[src/rtl/enum_state_recorder.sv]
// enum_state_recorder: samples a 2-bit enumerated state bus and logs every
//   transition as {old, new, dwell} into a small record FIFO drained over
//   valid/ready.
// Latency: a record formed at clock edge N is presented (rec_valid=1) in cycle N+1.
// Backpressure: rec_ready low stalls the head with rec_data held stable; when the
//   FIFO is full and nothing pops, new records are dropped and counted.
//
// Ports:
//   clk, rst          - rising-edge clock, synchronous active-high reset
//   state/state_valid - producer enum value and its qualifier
//   rec_valid/rec_ready/rec_data - record output {old[1:0], new[1:0], dwell}
//   fill              - current FIFO occupancy
//   illegal_seen      - sticky, a value >= NUM_STATES was sampled
//   overflow          - sticky, at least one record was dropped
//   drop_count        - saturating count of dropped records
module enum_state_recorder #(
  parameter int NUM_STATES = 4,
  parameter int CNT_W      = 8,
  parameter int DEPTH      = 4
) (
  input  logic                     clk,
  input  logic                     rst,
  input  logic [1:0]               state,
  input  logic                     state_valid,
  output logic                     rec_valid,
  input  logic                     rec_ready,
  output logic [4+CNT_W-1:0]       rec_data,
  output logic [$clog2(DEPTH):0]   fill,
  output logic                     illegal_seen,
  output logic                     overflow,
  output logic [7:0]               drop_count
);

  localparam int AW    = $clog2(DEPTH);
  localparam int REC_W = 4 + CNT_W;

  localparam logic [CNT_W-1:0] DWELL_ONE = 1;
  localparam logic [CNT_W-1:0] DWELL_MAX = '1;
  localparam logic [AW-1:0]    PTR_ONE   = 1;
  localparam logic [AW:0]      FILL_ONE  = 1;
  localparam logic [AW:0]      FILL_FULL = DEPTH;

  // Tracking state
  logic             primed_q, primed_d;
  logic [1:0]       prev_q, prev_d;
  logic [CNT_W-1:0] dwell_q, dwell_d;

  // FIFO state
  logic [REC_W-1:0] mem_q [DEPTH];
  logic [AW-1:0]    wr_ptr_q, wr_ptr_d;
  logic [AW-1:0]    rd_ptr_q, rd_ptr_d;
  logic [AW:0]      fill_q, fill_d;

  // Status
  logic             illegal_q, illegal_d;
  logic             overflow_q, overflow_d;
  logic [7:0]       drop_cnt_q, drop_cnt_d;

  // Datapath strobes
  logic             change;
  logic             sample_illegal;
  logic             pop;
  logic             full;
  logic             push_ok;
  logic             drop;
  logic [REC_W-1:0] rec_new;

  always_comb begin
    // A transition is only meaningful once a reference state has been captured.
    change         = state_valid && primed_q && (state != prev_q);
    sample_illegal = state_valid && (32'(state) >= NUM_STATES);
    rec_new        = {prev_q, state, dwell_q};

    pop     = (fill_q != '0) && rec_ready;
    full    = (fill_q == FILL_FULL);
    // A pop in the same cycle frees the slot, so a full FIFO still accepts.
    push_ok = change && (!full || pop);
    drop    = change && full && !pop;

    primed_d = primed_q;
    prev_d   = prev_q;
    dwell_d  = dwell_q;
    if (state_valid) begin
      if (!primed_q) begin
        primed_d = 1'b1;
        prev_d   = state;
        dwell_d  = DWELL_ONE;
      end else if (state == prev_q) begin
        if (dwell_q != DWELL_MAX) begin
          dwell_d = dwell_q + DWELL_ONE;
        end
      end else begin
        prev_d  = state;
        dwell_d = DWELL_ONE;
      end
    end

    fill_d = fill_q;
    case ({push_ok, pop})
      2'b10:   fill_d = fill_q + FILL_ONE;
      2'b01:   fill_d = fill_q - FILL_ONE;
      default: fill_d = fill_q;
    endcase

    // DEPTH is a power of two, so pointers wrap by natural overflow.
    wr_ptr_d = push_ok ? (wr_ptr_q + PTR_ONE) : wr_ptr_q;
    rd_ptr_d = pop     ? (rd_ptr_q + PTR_ONE) : rd_ptr_q;

    illegal_d  = illegal_q | sample_illegal;
    overflow_d = overflow_q | drop;
    drop_cnt_d = drop_cnt_q;
    if (drop && (drop_cnt_q != 8'hFF)) begin
      drop_cnt_d = drop_cnt_q + 8'd1;
    end
  end

  always_ff @(posedge clk) begin
    if (rst) begin
      primed_q   <= 1'b0;
      prev_q     <= 2'd0;
      dwell_q    <= '0;
      wr_ptr_q   <= '0;
      rd_ptr_q   <= '0;
      fill_q     <= '0;
      illegal_q  <= 1'b0;
      overflow_q <= 1'b0;
      drop_cnt_q <= 8'd0;
    end else begin
      primed_q   <= primed_d;
      prev_q     <= prev_d;
      dwell_q    <= dwell_d;
      wr_ptr_q   <= wr_ptr_d;
      rd_ptr_q   <= rd_ptr_d;
      fill_q     <= fill_d;
      illegal_q  <= illegal_d;
      overflow_q <= overflow_d;
      drop_cnt_q <= drop_cnt_d;
    end
  end

  // Storage is not reset; rec_data is masked while the FIFO is empty instead.
  always_ff @(posedge clk) begin
    if (!rst && push_ok) begin
      mem_q[wr_ptr_q] <= rec_new;
    end
  end

  assign rec_valid    = (fill_q != '0);
  assign rec_data     = rec_valid ? mem_q[rd_ptr_q] : '0;
  assign fill         = fill_q;
  assign illegal_seen = illegal_q;
  assign overflow     = overflow_q;
  assign drop_count   = drop_cnt_q;

endmodule

[config.mk]
export PLATFORM = sky130hd
export DESIGN_NAME = enum_state_recorder
export DESIGN_NICKNAME = d
export VERILOG_FILES = /design/src/rtl/enum_state_recorder.sv
export SDC_FILE = /design/constraint.sdc
export NUM_CORES = 1
export LEC_CHECK = 0
export BUFFER_PORTS_ARGS = -buffer_cell sky130_fd_sc_hd__buf_2
export CAP_MARGIN = 15
export CORE_ASPECT_RATIO = 0.8
export CORE_MARGIN = 5
export CORE_UTILIZATION = 40
export DETAILED_ROUTE_END_ITERATION = 6
export GPL_TIMING_DRIVEN = 1
export SYNTH_ARGS = -nofsm -noshare
export SYNTH_HDL_FRONTEND = slang
export SYNTH_SLANG_ARGS = --single-unit
[constraint.sdc]
create_clock -name clk -period 5.7 [get_ports clk]
set_clock_uncertainty 0.05 [all_clocks]
set_input_delay 1.14 -clock clk [delete_from_list [all_inputs] [get_ports clk]]
set_output_delay 1.14 -clock clk [all_outputs]
set_load 0.005 [all_outputs]
## Word level (Yosys, flattened, before mapping)

Memories as Yosys holds them, arrays and structs flattened. A register that Yosys moved wholly into a read port is not among the register bits.
Cells that the tools add are included.

- Bitwise gates (word level): 1
- Reductions and logical operators: 16
- Add/sub/neg operators: 6
- Equality and inequality tests: 9
- Mux-type cells: 11

Operator list:

| kind | count |
|---|---|
| $mux W8 | 3 |
| $add A8 B1 Y8 const B | 2 |
| $ne A8 B8 Y1 const B | 2 |
| $mux W12 | 1 |
| $logic_and A1 B1 Y1 | 8 |
| $mux W2 | 4 |
| $pmux W3 S2 | 1 |
| $add A2 B1 Y2 const B | 2 |
| $reduce_and A2 Y1 | 2 |
| $add A3 B1 Y3 const B | 1 |
| $eq A3 B3 Y1 const B | 1 |
| $logic_not A1 Y1 | 3 |
| $ne A3 B2 Y1 const B | 1 |
| $reduce_bool A3 Y1 | 1 |
| $sub A3 B1 Y3 const B | 1 |
| $eq A2 B1 Y1 const B | 1 |
| $eq A2 B2 Y1 | 1 |
| $eq A2 B2 Y1 const B | 1 |
| $mux W1 | 2 |
| $ne A2 B2 Y1 | 1 |
| $ne A2 B2 Y1 const B | 1 |
| $reduce_bool A2 Y1 | 1 |
| $logic_or A1 B1 Y1 | 1 |
| $or A1 B1 Y1 | 1 |

- Bits in writable memories: 48
- Output and inout bits: 26
- Register bits: 27
- Logic and storage cells: 52
- Memories: 1

Memories:

| memory | words | bits a word | rd ports | clocked after memory_dff | wr ports | RTL line | source |
|---|---|---|---|---|---|---|---|
| mem_q | 4 | 12 | 1 | 1 | 1 | 49 | `logic [REC_W-1:0] mem_q [DEPTH];` |

## Longest topological paths before layout

- Word-level depth: 7
- Gate-level depth with buffers: 9

## Least setup slack after synthesis

Ideal clock, no wire load.

- Kind: in2reg
- Start point: in state[1]
- End point: reg fill_q[2] (netlist: fill[2])
- Arrival time: 2874 ps
- Slack: 2643 ps
- Stages: 8
- Buffers on the path: 1
- Data required time: 5518 ps
- Cells stage by stage: xnor2_1 a21o_1 buf_2 nand3_1 fa_1 or3_1 a31oi_1 a21oi_1

- Longest elaborated chain between the ends: 5
- Elaborated cells on any way between the ends: 7
- Classes of those cells: 3 x eq/ne; 1 x mux; 3 x reduce/logical

RTL lines:

| item | RTL line | source |
|---|---|---|
| start: declaration | 23 | `input logic [1:0] state,` |
| $ne A2 B2 Y1 (*) | 70 | `change = state_valid && primed_q && (state != prev_q);` |
| $logic_and A1 B1 Y1 (*) | 70 |  |
| $logic_and A1 B1 Y1 (*) | 77 | `push_ok = change && (!full \|\| pop);` |
| $eq A2 B1 Y1 or $eq A2 B2 Y1 (tied branches) | 99 | `case ({push_ok, pop})` |
| $pmux W3 S2 or $reduce_bool A2 Y1 (tied branches) | n/a |  |
| end signal: assignment | 134 | `fill_q <= fill_d;` |
| end: declaration | 52 | `logic [AW:0] fill_q, fill_d;` |

Mark *: on every way between the ends. The rest lies on a longest branch, timed or not.
A chain may end at the register's enable or synchronous reset.

==> results_dict.tcl <==
set metrics [dict create \
    status "finished, final reports clean" \
    critPathLaunchType "register" \
    cp.required_ns 4.51 \
    cts_buffers 9 \
    cellInternalPower_mw 0.863 \
    finalMaxSlewViolations 0 \
    hp-class "register to register" \
    p_comb_share_pct 4.7 \
    vias 2013 \
    die-width_um 112 \
    r2r-end "fill[2]" \
    gp_congestion 0.759 \
    dr.pass1.iters 4 \
    min_path_cells 2 \
    drt-total-wl_um 6140 \
    syn_to_final_growth_pct 13.1 \
    antenna_found_initial 0 \
    cts_tree "done" \
    grt_pass1_vias 2032 \
    core_um2 8060 \
    netlist_area_um2 3350 \
    worstHoldStart "overflow" \
    cap_violations 0 \
    finalHoldViolCount 0 \
    viasPerCell 5.08 \
    finalNonFillerCells 396 \
    slew_headroom_pct 42.9 \
    crit_path_end_kind "output port" \
    worstMarginPinSlew_ns 0.855 \
    clk_pin_slew_ns 0.08 \
    overflow 0 \
    synth_enable_flop_cells 48 \
    seqCellArea_um2 2020 \
    final_cell_mix "edfxtp_1, buf_2, dfxtp_1" \
    synth_ff_type "edfxtp_1" \
    clockBufferDepth 2 \
    tns_ns 0 \
    setup_viol_count_final 0 \
    syn_area_per_cell_um2 13.2 \
    clkPwrFrac_pct 40.4 \
    ant_nets 0 \
    p_per_area_nw_per_um2 289 \
    grt_pass1_wl_um 10300 \
    power_leakage_nw 1.32 \
    start_util_pct 41.6 \
    swShare_pct 21.4 \
    dp_hpwl_um 4080 \
    first_iter_violations 118 \
    reg2reg_slack_ns 3.11 \
    htree_levels 3 \
    cts_resized 0 \
    cts_hold_buf 0 \
    fin_nets 296 \
    die-area_um2 10300 \
    cts_root_buf "clkbuf_8" \
    ys_warn_count 0 \
    clkLatencyLatePin_ns 0.34 \
    postCtsSetupRepairBufs 0 \
    clock.fmax_ghz 0.302 \
    grt_use_total_pct 12.7 \
    cts_sinks 77 \
    synth_seq_cells 77 \
    drc 0 \
    synthCells 254 \
    nFillCells 742 \
    rows 29 \
    p_sw_mw 0.235 \
    wire_per_inst_um 15.5 \
    final_common_cell "edfxtp_1" \
    worstSetupPathType "register to output port" \
    synthDistinctLibCells 45 \
    synth_nets 267 \
    holdPathEnd "overflow" \
    multi_input_area_um2 1250 \
    ir_worst_vdd_v 0.000137 \
    rsz0062_at_grt "false" \
    cp_max_fo 12 \
    port_buffers 30 \
    dpl.cell_count 380 \
    pwr-share-seq_pct 55.0 \
    pin_count 32 \
    dieHeight_um 91.9 \
    period_share_pct 58.2 \
    drive_above_1_share_pct 21.5 \
    r2r_cells 7 \
    r2r-start "prev_q[1]" \
    synthArstFlopShare_pct 0 \
    grt_max_degree 26 \
    period_minus_slack_ns 3.32 \
    yosysSeqAreaShare_pct 60.3 \
    diodes 0 \
    cp.arrival_ns 2.13 \
]
==> cells in the mapped netlist, types with 4 or more instances <==
| library cell | count | area share (%) |
|---|---|---|
| a21o_1 | 4 | 0.90 |
| a21oi_1 | 11 | 1.6 |
| and2_1 | 16 | 3.0 |
| clkbuf_1 | 7 | 0.78 |
| dfxtp_1 | 29 | 17 |
| edfxtp_1 | 48 | 43 |
| ha_1 | 6 | 2.2 |
| inv_1 | 6 | 0.67 |
| mux4_2 | 12 | 8.1 |
| nand2_1 | 13 | 1.5 |
| nand3_1 | 7 | 1.0 |
| nand4_1 | 5 | 0.93 |
| nor2_1 | 24 | 2.7 |
| o21ai_0 | 4 | 0.60 |
| xnor2_1 | 11 | 2.9 |
| xor2_1 | 4 | 1.0 |
==> worst max path at each step <==
stage,startpoint,end,slack (ns)
after floorplan,state[1],fill[2],2.64
after global placement,state[0],fill[2],2.34
after detailed placement,state[1],fill[2],2.25
after CTS,register,rec_data[1],2.30
after global routing,register,rec_data[1],2.20
final,register,rec_data[2],2.38
==> power groups by stage <==
stage               clock (mW)  sequential [mW]  combinational [mW]
floorplan                    0            0.612              0.0399
global placement             0            0.616              0.0511
detailed placement           0            0.617              0.0519
CTS                      0.454            0.604              0.0522
global route             0.483            0.605              0.0576
finish                   0.443            0.604              0.0511
==> metal layers <==
layer	part of all wire, %	track usage (%)	wire, um	up-vias
li1	-	-	-	1008
met1	49	17.3	2980	944
met2	44	19.2	2710	53
met3	6.2	4.67	383	8
met4	1.1	3.90	65	0
met5	0	0	0	-
==> cell type report <==
type                            instances  share of cell area (%)
Sequential cell                        77                    53.3
Multi-Input combinational cell        159                    32.9
Timing Repair Buffer                   30                    3.96
Tap cell                              108                    3.56
Clock buffer                           10                    3.36
Clock inverter                          6                    2.31
Inverter                                6                   0.594
==> sequential cells by signal, summed over array words and instances (netlist names), named ones only <==
name	count
dwell_q	8
drop_count	8
primed_q	1
overflow	1
fill	3
wr_ptr_q	2
prev_q	2
mem_q	48
rd_ptr_q	2
==> logic make-up (layout without fill, tap and decap cells) <==
logic type               count (synthesis)  in the layout  synth area share (%)
XOR/XNOR                                15             15                  3.92
AND/OR/NAND/NOR                         84             84                  13.5
AO/OA/AOI/OAI                           37             37                  7.87
buffers and inverters                   18             52                  2.46
flip-flops                              77             77                  60.3
multiplexers                            15             15                  8.96
other                                    1              1                 0.112
adder cells (fa/ha/maj)                  7              7                  2.84
==> worst max-delay path, cell delays in order (launching register included) <==
cell and delay (ns):
dfxtp_1 0.88, mux4_2 0.61, and2_1 0.17, buf_2 0.12
==> metrics by stage <==
stage	worst slack (ns)	cell area, um^2	util (%)	hold slack [ns]	power [mW]
finish	2.38	3790	47.1	0.400	1.10
global route	2.20	3790	47.1	0.428	1.15
CTS	2.30	3790	47.1	0.404	1.11
detailed placement	2.25	3580	44.4	0.387	0.669
global placement	2.34	3580	44.4	0.384	0.667
floorplan	2.64	3350	-	0.392	0.652
(Power assumes the default switching activity.)
